**src/rtl/divisor_secuencial.sv**
```systemverilog
// Sequential signed divider: 16-bit dividend / 8-bit divisor -> 8-bit quotient and remainder.
// Restoring algorithm on magnitudes, one quotient bit per clock, sign fix-up and range check at the end.
module divisor_secuencial (
   input  logic        clk,
   input  logic        reset,
   input  logic        inicio,
   input  logic [15:0] dividendo,
   input  logic [7:0]  divisor,
   output logic [7:0]  cociente,
   output logic [7:0]  residuo,
   output logic        ocupado,
   output logic        listo,
   output logic        error
);

   typedef enum logic [1:0] {
      INACTIVO = 2'd0,
      DIVIDE   = 2'd1,
      AJUSTE   = 2'd2
   } estado_t;

   estado_t     estado_q, estado_d;
   logic [15:0] dvd_q, dvd_d;
   logic [7:0]  dsr_q, dsr_d;
   logic        sgn_dvd_q, sgn_dvd_d;
   logic        sgn_dsr_q, sgn_dsr_d;
   logic        cero_q, cero_d;
   logic [7:0]  rem_q, rem_d;
   logic [15:0] quo_q, quo_d;
   logic [3:0]  cnt_q, cnt_d;
   logic [7:0]  cociente_q, cociente_d;
   logic [7:0]  residuo_q, residuo_d;
   logic        error_q, error_d;
   logic        listo_q, listo_d;

   logic [8:0]  trial_s;
   logic [7:0]  resta_s;
   logic        cabe_s;
   logic        quo_neg_s;
   logic [7:0]  quo_sgn_s;
   logic [7:0]  rem_sgn_s;
   logic        desborde_s;

   always_ff @(posedge clk or posedge reset) begin
      if (reset) begin
         estado_q   <= INACTIVO;
         dvd_q      <= '0;
         dsr_q      <= '0;
         sgn_dvd_q  <= 1'b0;
         sgn_dsr_q  <= 1'b0;
         cero_q     <= 1'b0;
         rem_q      <= '0;
         quo_q      <= '0;
         cnt_q      <= '0;
         cociente_q <= '0;
         residuo_q  <= '0;
         error_q    <= 1'b0;
         listo_q    <= 1'b0;
      end else begin
         estado_q   <= estado_d;
         dvd_q      <= dvd_d;
         dsr_q      <= dsr_d;
         sgn_dvd_q  <= sgn_dvd_d;
         sgn_dsr_q  <= sgn_dsr_d;
         cero_q     <= cero_d;
         rem_q      <= rem_d;
         quo_q      <= quo_d;
         cnt_q      <= cnt_d;
         cociente_q <= cociente_d;
         residuo_q  <= residuo_d;
         error_q    <= error_d;
         listo_q    <= listo_d;
      end
   end

   // Datapath helpers. The partial remainder stays below |divisor| <= 128, so when the
   // trial fits, the low 8 bits of the subtraction are exact.
   always_comb begin
      trial_s    = {rem_q, dvd_q[15]};
      cabe_s     = (trial_s >= {1'b0, dsr_q});
      resta_s    = trial_s[7:0] - dsr_q;
      quo_neg_s  = sgn_dvd_q ^ sgn_dsr_q;
      quo_sgn_s  = quo_neg_s ? (~quo_q[7:0] + 8'd1) : quo_q[7:0];
      rem_sgn_s  = sgn_dvd_q ? (~rem_q + 8'd1) : rem_q;
      // Negative side reaches one further: magnitude 128 is still representable.
      desborde_s = quo_neg_s ? (quo_q > 16'd128) : (quo_q > 16'd127);
   end

   always_comb begin
      estado_d   = estado_q;
      dvd_d      = dvd_q;
      dsr_d      = dsr_q;
      sgn_dvd_d  = sgn_dvd_q;
      sgn_dsr_d  = sgn_dsr_q;
      cero_d     = cero_q;
      rem_d      = rem_q;
      quo_d      = quo_q;
      cnt_d      = cnt_q;
      cociente_d = cociente_q;
      residuo_d  = residuo_q;
      error_d    = error_q;
      listo_d    = 1'b0;

      case (estado_q)
         INACTIVO: begin
            if (inicio) begin
               dvd_d     = dividendo[15] ? (~dividendo + 16'd1) : dividendo;
               dsr_d     = divisor[7] ? (~divisor + 8'd1) : divisor;
               sgn_dvd_d = dividendo[15];
               sgn_dsr_d = divisor[7];
               rem_d     = '0;
               quo_d     = '0;
               cnt_d     = '0;
               cero_d    = (divisor == 8'd0);
               estado_d  = (divisor == 8'd0) ? AJUSTE : DIVIDE;
            end
         end
         DIVIDE: begin
            rem_d = cabe_s ? resta_s : trial_s[7:0];
            quo_d = {quo_q[14:0], cabe_s};
            dvd_d = {dvd_q[14:0], 1'b0};
            cnt_d = cnt_q + 4'd1;
            if (cnt_q == 4'd15) begin
               estado_d = AJUSTE;
            end
         end
         AJUSTE: begin
            listo_d  = 1'b1;
            estado_d = INACTIVO;
            if (cero_q) begin
               cociente_d = 8'h00;
               residuo_d  = 8'h00;
               error_d    = 1'b1;
            end else if (desborde_s) begin
               cociente_d = quo_neg_s ? 8'h80 : 8'h7F;
               residuo_d  = rem_sgn_s;
               error_d    = 1'b1;
            end else begin
               cociente_d = quo_sgn_s;
               residuo_d  = rem_sgn_s;
               error_d    = 1'b0;
            end
         end
         default: begin
            estado_d = INACTIVO;
         end
      endcase
   end

   assign ocupado  = (estado_q != INACTIVO);
   assign cociente = cociente_q;
   assign residuo  = residuo_q;
   assign error    = error_q;
   assign listo    = listo_q;

endmodule

```
**config.mk**
```make
export PLATFORM = sky130hd
export DESIGN_NAME = divisor_secuencial
export DESIGN_NICKNAME = d
export VERILOG_FILES = /design/src/rtl/divisor_secuencial.sv
export SDC_FILE = /design/constraint.sdc
export NUM_CORES = 1
export LEC_CHECK = 0
export CAP_MARGIN = 20
export CORE_MARGIN = 1.5
export CORE_UTILIZATION = 57
export DETAILED_ROUTE_END_ITERATION = 8
export PLACE_DENSITY_LB_ADDON = 0.08
export SLEW_MARGIN = 5
export SYNTH_ARGS = -nofsm -noshare
export SYNTH_HDL_FRONTEND = slang
export SYNTH_SLANG_ARGS = --single-unit
export TNS_END_PERCENT = 100
```
**constraint.sdc**
```tcl
create_clock -name clk -period 2.79 [get_ports clk]
set_input_delay 0.4185 -clock clk [delete_from_list [all_inputs] [get_ports clk]]
set_output_delay 0.4185 -clock clk [all_outputs]
set_load 0.005 [all_outputs]
```
After elaboration in Yosys (flattened, before gate mapping)
Cells that the tools add are included.
{ "classes": {"mul": 0, "n_eq_ne": 5, "n_lt_le_gt_ge": 3, "mux": 25, "addsub": 6, "shifts": 0, "n_div": 0, "reduce_logical": 7, "n_bitwise": 5} }
{ "op_table": {"columns": ["operator", "count"], "rows": [
  ["$mux 8", 9],
  ["$pmux 16 s2", 2],
  ["$mux 16", 3],
  ["$add 8x1->8 const B", 3],
  ["$not 8->8", 3],
  ["$add 16x1->16 const B", 1],
  ["$gt 16x7->1 const B", 1],
  ["$gt 16x8->1 const B", 1],
  ["$not 16->16", 1],
  ["$pmux 8 s2", 1],
  ["$ge 9x8->1", 1],
  ["$logic_not 8->1", 1],
  ["$pmux 4 s2", 1],
  ["$sub 8x8->8", 1],
  ["$mux 2", 3],
  ["$reduce_and 2->1", 3],
  ["$add 4x1->4 const B", 1],
  ["$eq 4x4->1 const B", 1],
  ["$mux 1", 4],
  ["$mux 4", 1],
  ["$ne 2x2->1 const B", 2],
  ["$pmux 2 s2", 1],
  ["$reduce_bool 2->1", 2],
  ["$eq 2x1->1 const B", 1],
  ["other kinds (3)", 3]
]} }
{ "word_totals": {"rom_bits": 0, "mem_count": 0, "register_bits": 75, "input_bits": 27, "output_inout_bits": 19, "wordCells": 64, "latch_bits": 0, "mem_bits_rw": 0} }

Longest topological paths before layout
{ "logic_depth": {"word_depth": 5, "mapped_depth": 10, "depth_no_buf": 10} }

Worst setup path before layout
OpenSTA, ideal clock, no wires.
{ "synth_timing": {"kind": "input to register", "startpoint": "input port dividendo[8]", "endpoint": "register dvd_q[15]", "n_path_buf": 0, "stages": 6, "t_arrival_ps": 2037, "required_time_ps": 2713, "setup_slack_ps": 677, "path_cell_list": "or4_4 or3_4 or3_4 nor4b_2 o221ai_1 o21ai_1"} }
{ "synth_via": {"elab_chain_cells": 5} }
{ "synth_lines": {"columns": ["item", "line", "text"], "rows": [
  ["from (decl)", "7", "input logic [15:0] dividendo,"],
  ["$not 16->16", "107", "dvd_d = dividendo[15] ? (~dividendo + 16'd1) : dividendo;"],
  ["$add 16x1->16", "107", null],
  ["$mux 16", "107", null],
  ["$mux 16", "106", "if (inicio) begin"],
  ["$pmux 16 s2", "104", "case (estado_q)"],
  ["to (signal assigned)", "61", "dvd_q <= dvd_d;"],
  ["to (decl)", "23", "logic [15:0] dvd_q, dvd_d;"]
]} }
Every way passes these cells. The select of a mux whose other input is x is not followed.
A chain may end at the register's enable or synchronous reset.

Worst setup path in the final report
Same ends and word-level chain as after synthesis.

==> results.cfg <==
[run_status]
status = complete, no violations

[synth]
ys_warn_count = 0
synth_mux_area_frac = 0.01733
postSynthCellCount = 452
synth-simple-area-share = 0.1694
synth_top_cell_by_area = dfrtp_1
yosysTopAreaCellShare = 0.4561
synth_edf_count = 0
synth-seq-area-share = 0.4561
synth_area_um2 = 4115
ys_ff_latch = 75
synthesis.nets = 493
yosys_most_used_dff = dfrtp_1
syn_area_per_cell_um2 = 9.104
ys_async_sr_fraction = 1.000
synth_area_leaders = dfrtp_1, nand2_1, o21ai_0
synth-xor-area-share = 0.07236
synthAdderAreaFrac = 0.04439
synth_compound_area_frac = 0.1976
synth_top_family_by_area = compound AO/OA/AOI/OAI gates
ys_types = 46

[worst_setup_path]
startpoint_type = input port
crit_top_cell = or3_4
reg2reg_slack_ns = 0.47
cp_max_fo = 3
critical_path_arrival_ns = 2.61
cp_top_family = simple AND/OR/NAND/NOR gates
r2r-end = rem_q[5]
critPathSlowestCell = or4_4
cp_num_buf_inv = 1
endpoint_kind = flip-flop
r2r-start = rem_q[2]
path_class = in -> reg
worstPathCellList = clkdlybuf4s50_1 -> or4_4 -> or3_4 -> or3_4 -> nor4b_2 -> o221ai_1 -> o21ai_1
r2r_cells = 7
required_ns = 3.05
slowest_delay_ns = 0.57

[clocking]
post_cts_buffers = 0
numCtsBuffers = 9
cts_resized = 0
clkSinkCount = 75
ctsHoldBuffers = 0
insertion_delay_ns = 0.34
tritoncts = yes
htree_levels = 3
clockBufferDepth = 2
cts_root_buf = clkbuf_8
path_clk_slew_ns = 0.08

[placement]
gp_congestion = 0.8264
dp_hpwl_um = 6181
port_buffers = 45

[global_routing]
antenna_found_initial = 0
grt_max_degree = 76
grt_pass1_vias = 3186
grt_usage = 0.2407
grt_pass1_wl_um = 14550
gr-total-overflow = 0

[drt]
drcViolationCount = 0
drt_pass1_iterations = 5
vias = 3366
drtIter0Drc = 144
drt-total-wl_um = 8414
ant_nets = 0
vias_per_cell = 5.686
post_drt_wl_per_cell_um = 14.21

[sta]
fmax_ghz = 0.4252
setup-tns-final_ns = 0
slew_violations = 0
holdWs_ns = 0.4512
rsz0062_at_grt = false
max_slew_margin = 0.5890
finalClockSkew_ns = 0.009276
finalSetupViolCount = 0
post-route-period-util = 0.8430
max_slew.worst_pin.slew_ns = 0.6143
fin_crit_ns = 2.352
hold_violations = 0

[layout]
fin_nets = 532
antenna_cells = 0
mostFrequentLayoutCells = dfrtp_1, nand2_1, clkdlybuf4s50_1
final_layout_size_suffix_gt1_frac = 0.06048
final_common_cell = dfrtp_1
synthToLayoutAreaGrowth_pct = 18.27

[flow_run]
cap_violations = 0

[floorplanning]
rows = 30
ios = 46
die_w_um = 87.97
initial_core_util = 0.5991
fp.dieH_um = 87.97
die_area_um2 = 7739
coreArea_um2 = 6869

[min_path]
hold_path.class = in -> async

[power]
power_leakage_nw = 2.140
ir_drop_mv = 0.4533
power_density_nw_per_um2 = 1114
[cell families after synthesis]
family          after synthesis
compound gates              126
xor+xnor                     34
fa+ha+maj                    14
buf+inv                      47
flops                        75
mux                           7
simple gates                149
[stage by stage]
stage	cells	total power, mW	setup WS (ns)	util	instance area [um^2]
global route	592	5.921	0.3060	0.7086	4867
floorplan	452	3.836	0.4615	-	4115
CTS	592	5.447	0.4300	0.7086	4867
detailed placement	576	4.586	0.08963	0.6789	4663
finish	592	5.422	0.4379	0.7086	4867
global placement	576	4.477	0.1386	0.6789	4663
[worst reg2reg max path: stages (launching register included)]
cell and delay, ns:
dfrtp_1 0.47, ha_1 0.38, a21o_1 0.18, a21oi_1 0.22, o2111ai_1 0.15, nand2_1 0.42, mux2i_1 0.24, o21ai_0 0.11
[state kept, by name (all words and copies together), names as in the netlist]
| register | cells |
|---|---|
| estado_q | 2 |
| quo_q | 16 |
| error | 1 |
| residuo | 8 |
| sgn_dsr_q | 1 |
| cnt_q | 4 |
| dsr_q | 8 |
| sgn_dvd_q | 1 |
| cero_q | 1 |
| cociente | 8 |
| listo | 1 |
| dvd_q | 16 |
| rem_q | 8 |
[synth_stat cells, drive strengths merged, types with 3 or more instances]
library cell and number:
dfrtp 75, nand2 74, o21ai 45, clkbuf 24, nor2 23, inv 22
xor2 19, a21oi 15, xnor2 15, a22o 14, ha 13, o31ai 12
nand3 11, o22ai 10, nand2b 9, nor3 8, mux2i 6, a22oi 5
or3 5, a31oi 4, nor2b 4, o311ai 4, o41ai 4, or4 4
nand3b 3
[per-layer routing]
metal	track usage	wire, um	vias up
met5	0	0	-
li1	-	-	1684
met3	0.05938	309	11
met4	0.07504	89	0
met1	0.3135	4024	1583
met2	0.3963	3990	88
[worst max path at each step]
stage,start,to,cells after the start
2_1_floorplan,reset,cero_q,1
3_3_place_gp,dividendo[8],dvd_q[15],7
3_5_place_dp,dividendo[8],dvd_q[15],7
4_1_cts,dividendo[8],dvd_q[15],7
5_1_grt,rem_q[2],rem_q[5],7
6_report,dividendo[8],dvd_q[15],7
[report_power, final]
group	leakage (nW)	total (mW)	switching (mW)	internal [mW]
logic	1.07	2.58	1.35	1.22
clock network	0.106	0.852	0.391	0.461
registers	0.962	1.99	0.431	1.56
[final cells by class]
| class | instances | area [um^2] |
|---|---|---|
| sequential | 75 | 1877 |
| inverter | 23 | 86.33 |
| tap | 96 | 120.1 |
| multi-input combinational | 330 | 2064 |
| clock buffer | 12 | 155.1 |
| fill | 555 | 2002 |
| clock inverter | 4 | 48.80 |
| timing repair buffer | 52 | 515.5 |
Note: power is estimated with default switching activity, not from simulation.
==> patch 1, RTL diff (same flow settings) <==
Encoding of `estado_t`: now one-hot (3 bits for 3 values).
--- a/src/rtl/divisor_secuencial.sv
+++ b/src/rtl/divisor_secuencial.sv
@@ -15,6 +15,6 @@
 
-   typedef enum logic [1:0] {
-      INACTIVO = 2'd0,
-      DIVIDE   = 2'd1,
-      AJUSTE   = 2'd2
+   typedef enum logic [2:0] {
+      INACTIVO = 3'b001,
+      DIVIDE   = 3'b010,
+      AJUSTE   = 3'b100
    } estado_t;
Check against the original RTL: same outputs for any inputs over 10 cycles, from zero or initial values and one cycle with reset high; not proved beyond that.
==> patch 1 against the unedited design <==
- sequential cell count grew 1
- synthesized area is 1.9% higher
- routed wire length increased by 2.2%
- setup slack improved by 0.11 ns
- power fell by 17%
- synthesized cell count up 2.9%
- design area is 3.6% higher
- highest routed layer unchanged
==> patch 1: results (changes against the unedited design) <==
[power]
ir_drop_v = 0.000440  ; -3.0%
switching_power_mw = 1.74  ; -20%
leakagePower_nw = 2.29  ; +6.9%

[yosys]
syn_nets = 506  ; +2.6%
ys_seq_area_frac = 0.454  ; -0.00217
synth.area.top_cells = dfrtp_1 45%, nand2_1 7.2%, o21ai_0 6.4%
synth_cells = 465  ; +2.9%
yosysUniqueCellTypes = 55  ; +20%
yosys-top-cells-count = 80 x nand2_1, 75 x dfrtp_1, 54 x o21ai_0, 26 x xor2_1, 21 x inv_1
async_flop_share = 1.00  ; unchanged

[route]
wl_per_cell_um = 14.0  ; -1.6%
drtPass1Iterations = 6  ; +1
met2_length_um = 4130  ; +3.6%
drtIter0Drc = 161  ; +12%
dr_wl_met3_um = 396  ; +28%
wl_met1_um = 3960  ; -1.5%
routed_via_density = 5.59  ; -1.6%
vias = 3440  ; +2.2%

[clock_network]
tritoncts.num_buffers = 9  ; unchanged
htree_num_levels = 3  ; unchanged
cts_root_buf = clkbuf_8

[global_route]
grt_first_pass_wirelength_um = 14800  ; +1.6%
grt.total_usage = 0.239  ; -0.00148
grt_pass1_vias = 3296  ; +3.5%

[placed_design]
place.gp.congestion = 0.837  ; +1.3%
dp_hpwl_um = 6290  ; +1.8%
dp.cells = 600  ; +4.2%

[status]
run_status = completed

[final_layout]
final_nets = 553  ; +3.9%

[critical_path]
critPathMaxFanout = 9  ; +6
arrival_ns = 2.51  ; -0.10 ns

[timing]
tightest_slew_ns = 0.560  ; -0.0538 ns
clock_skew_ns = 0.00517  ; -0.00411 ns

==> patch 1: cell types whose count changed in the layout (fill, tap and decap cells not counted), moves of 5 or more <==
cell / delta
o21ai_1: +16
a22o_1: -11
o21ai_0: +11
o22ai_1: -8
xnor2_1: -8
nand3_1: +7
xor2_1: +7
a22oi_1: +6
nand2_1: +6
nor2_1: -5
==> patch 1: cell families after synthesis <==
| group | after synthesis | share of synthesized area |
|---|---|---|
| AOI/OAI and AO/OA | 129 | 0.184 |
| xor gates and xnor gates | 33 | 0.0689 |
| adders and majority gates | 14 | 0.0436 |
| buffers and inverters | 43 | 0.0394 |
| DFF | 76 | 0.454 |
| muxes | 11 | 0.0269 |
| and+or+nand+nor | 159 | 0.184 |
==> patch 1: worst paths after layout <==
path / from / endpoint / slack, ns / depth (start not counted)
max in group asynchronous: reset / quo_q[6] / 1.61 / 4
min in group clk: dsr_q[6] / dsr_q[6] / 0.48 / 2
hold / removal: reset / cociente[1] / 0.41 / 2
hold reg to reg: dsr_q[6] / dsr_q[6] / 0.48 / 2
setup / recovery: rem_q[2] / rem_q[0] / 0.55 / 7
setup reg to reg: rem_q[2] / rem_q[0] / 0.55 / 7
==> patch 1: worst max-delay path: stages, from the launching register on <==
cell and delay, ns:
dfrtp_1 0.46, ha_1 0.37, a21o_1 0.17, a21oi_1 0.21, o2111ai_1 0.20, nand2_2 0.26, mux2_1 0.35, o21ai_1 0.13
==> patch 1: final cells by class <==
type	count	area, um^2
Tap cell	99	124
Fill cell	594	2130
Clock buffer	11	151
Clock inverter	4	72.6
Inverter	22	82.6
Timing Repair Buffer	57	578
Multi-Input combinational cell	346	2130
Sequential cell	76	1900
==> patch 1: metrics by stage <==
stage                     worst slack [ns]  total power [mW]  utilization  area [um^2]  hold WS [ns]
after floorplan                      0.435              3.07            -         4190         0.450
after global placement               0.462              3.49        0.671         4820         0.461
after detailed placement             0.423              3.56        0.671         4820         0.470
after CTS                            0.566              4.51        0.703         5040         0.421
after global routing                 0.342              4.86        0.703         5040         0.461
final                                0.551              4.50        0.703         5040         0.410
==> patch 1: power by group through the flow <==
stage | clock network [mW] | registers, mW | logic [mW]
after global routing | 1.01 | 1.64 | 2.21
after global placement | 0 | 1.60 | 1.90
after detailed placement | 0 | 1.61 | 1.95
after floorplan | 0 | 1.53 | 1.54
after CTS | 0.959 | 1.59 | 1.96
final | 0.947 | 1.60 | 1.96
==> patch 1: layer usage <==
| metal | up-vias | global-route usage |
|---|---|---|
| met1 | 1600 | 0.323 |
| li1 | 1728 | - |
| met4 | 0 | 0.0795 |
| met2 | 102 | 0.393 |
| met3 | 10 | 0.0392 |
| met5 | - | 0 |
==> patch 2, RTL diff (config.mk and constraints unchanged) <==
Made on the original files. Take the reset off `dsr_q` and load it in a clocked block of its own.
--- a/src/rtl/divisor_secuencial.sv
+++ b/src/rtl/divisor_secuencial.sv
@@ -47,3 +47,2 @@
          dvd_q      <= '0;
-         dsr_q      <= '0;
          sgn_dvd_q  <= 1'b0;
@@ -61,3 +60,2 @@
          dvd_q      <= dvd_d;
-         dsr_q      <= dsr_d;
          sgn_dvd_q  <= sgn_dvd_d;
@@ -73,2 +71,6 @@
       end
+   end
+
+   always_ff @(posedge clk) begin
+      dsr_q <= dsr_d;
    end
Formal check against the unedited RTL: no difference found for any inputs over 10 cycles, from zero or initial values and one cycle with reset high; that may be too few to reach the edited logic, so the function may still have changed.
==> patch 2 against the unedited design <==
- design area grew 2.0%
- utilization shrank 1.6 points
- largest power group unchanged
- routed wire length shrank 1.8%
- critical path type is now reg -> reg
- synthesized area grew 1.6%
- setup slack gained 0.078 ns
- maximum frequency grew 3.4%
- sequential cell count is the same
- power shrank 1.7%
==> patch 2: results (changes against the unedited design) <==
[global_route]
grt_first_pass_wirelength_um = 14000  ; -3.6%
grt.total_usage = 0.229  ; -0.0117
grt_pass1_vias = 3134  ; -1.6%

[route]
routed_via_density = 5.64  ; -0.82%
drtPass1Iterations = 4  ; -1
dr_wl_met3_um = 321  ; +3.9%
wl_met1_um = 3800  ; -5.5%
drtIter0Drc = 168  ; +17%
wl_per_cell_um = 13.6  ; -4.2%
met2_length_um = 3980  ; -0.35%

[power]
switching_power_mw = 2.19  ; +0.68%
ir_drop_v = 0.000422  ; -6.9%
leakagePower_nw = 2.17  ; +1.5%

[critical_path]
arrival_ns = 2.47  ; -0.14 ns
slowest_stage = dfrtp_1
reg2reg_to = rem_q[1]
path_delay_family = compound AO/OA/AOI/OAI gates
critPathMaxFanout = 13  ; +10

[yosys]
synth.area.top_cells = dfrtp_1 40%, nand2_1 7.3%, edfxtp_1 5.7%
yosys-top-cells-count = 81 x nand2_1, 67 x dfrtp_1, 46 x o21ai_0, 27 x nor2_1, 25 x inv_1
yosysUniqueCellTypes = 50  ; +8.7%
synth_edf_count = 8  ; +8
async_flop_share = 0.893  ; -0.107
ys_seq_area_frac = 0.459  ; +0.00248

[status]
run_status = completed

[final_layout]
final_nets = 544  ; +2.3%
fillers = 589  ; +6.1%
drive_above_1_share = 0.0768  ; +0.0163

[timing]
hold_slack_ns = 0.413  ; -0.0386 ns
maxSlewHeadroom = 0.565  ; -0.0239

[placed_design]
dp_hpwl_um = 6270  ; +1.4%
place.gp.congestion = 0.858  ; +3.9%

[patch 2: cell count changes after synthesis, sizes merged, moves of 7 or more]
cell	change
a22o	-12
dfrtp	-8
edfxtp	+8
nand2	+7
[patch 2: worst register-to-register path: cells and delay by family (launching register included)]
kind / cells / cell delay, ns
compound gates: 4 / 0.65
fa+ha+maj: 1 / 0.37
flops: 1 / 0.45
mux: 1 / 0.25
simple gates: 1 / 0.40
[patch 2: final cells by class]
type / instances / area share
clock buffer: 12 / 0.0335
clock inverter: 4 / 0.00454
inverter: 26 / 0.0197
multi-input combinational: 335 / 0.419
sequential: 75 / 0.386
tap: 99 / 0.0249
timing repair buffer: 56 / 0.112
[patch 2: worst max path at each step]
| stage | start | end | slack, ns | cells past startpoint |
|---|---|---|---|---|
| floorplan | reset | cero_q | 0.69 | 1 |
| global placement | dividendo[1] | dvd_q[13] | 0.41 | 7 |
| detailed placement | dividendo[1] | dvd_q[13] | 0.33 | 7 |
| CTS | rem_q[2] | rem_q[1] | 0.51 | 7 |
| global route | rem_q[2] | rem_q[6] | 0.32 | 7 |
| finish | rem_q[2] | rem_q[1] | 0.52 | 7 |
[patch 2: kinds of logic (layout without fill, tap and decap cells)]
group,count (synthesis),after routing
xor+xnor,35,35
flops,75,75
mux,7,7
fa+ha+maj,14,14
compound gates,117,117
simple gates,162,162
buf+inv,48,98
[patch 2: power groups by stage]
stage | clock network, mW | logic (mW) | registers, mW
finish | 0.783 | 2.66 | 1.89
global route | 0.830 | 3.01 | 1.96
CTS | 0.794 | 2.67 | 1.89
detailed placement | 0 | 2.65 | 1.91
global placement | 0 | 2.59 | 1.89
floorplan | 0 | 1.90 | 1.81
[patch 2: routing by layer]
layer,vias up,GRT usage
met2,96,0.384
met4,0,0.0952
li1,1708,-
met1,1603,0.301
met3,16,0.0280
met5,-,0
[patch 2: stage by stage]
stage | utilization | setup WS (ns) | std cells
2_1_floorplan | - | 0.688 | 458
3_3_place_gp | 0.666 | 0.409 | 591
3_5_place_dp | 0.666 | 0.332 | 591
4_1_cts | 0.692 | 0.509 | 607
5_1_grt | 0.692 | 0.318 | 607
6_report | 0.692 | 0.516 | 607
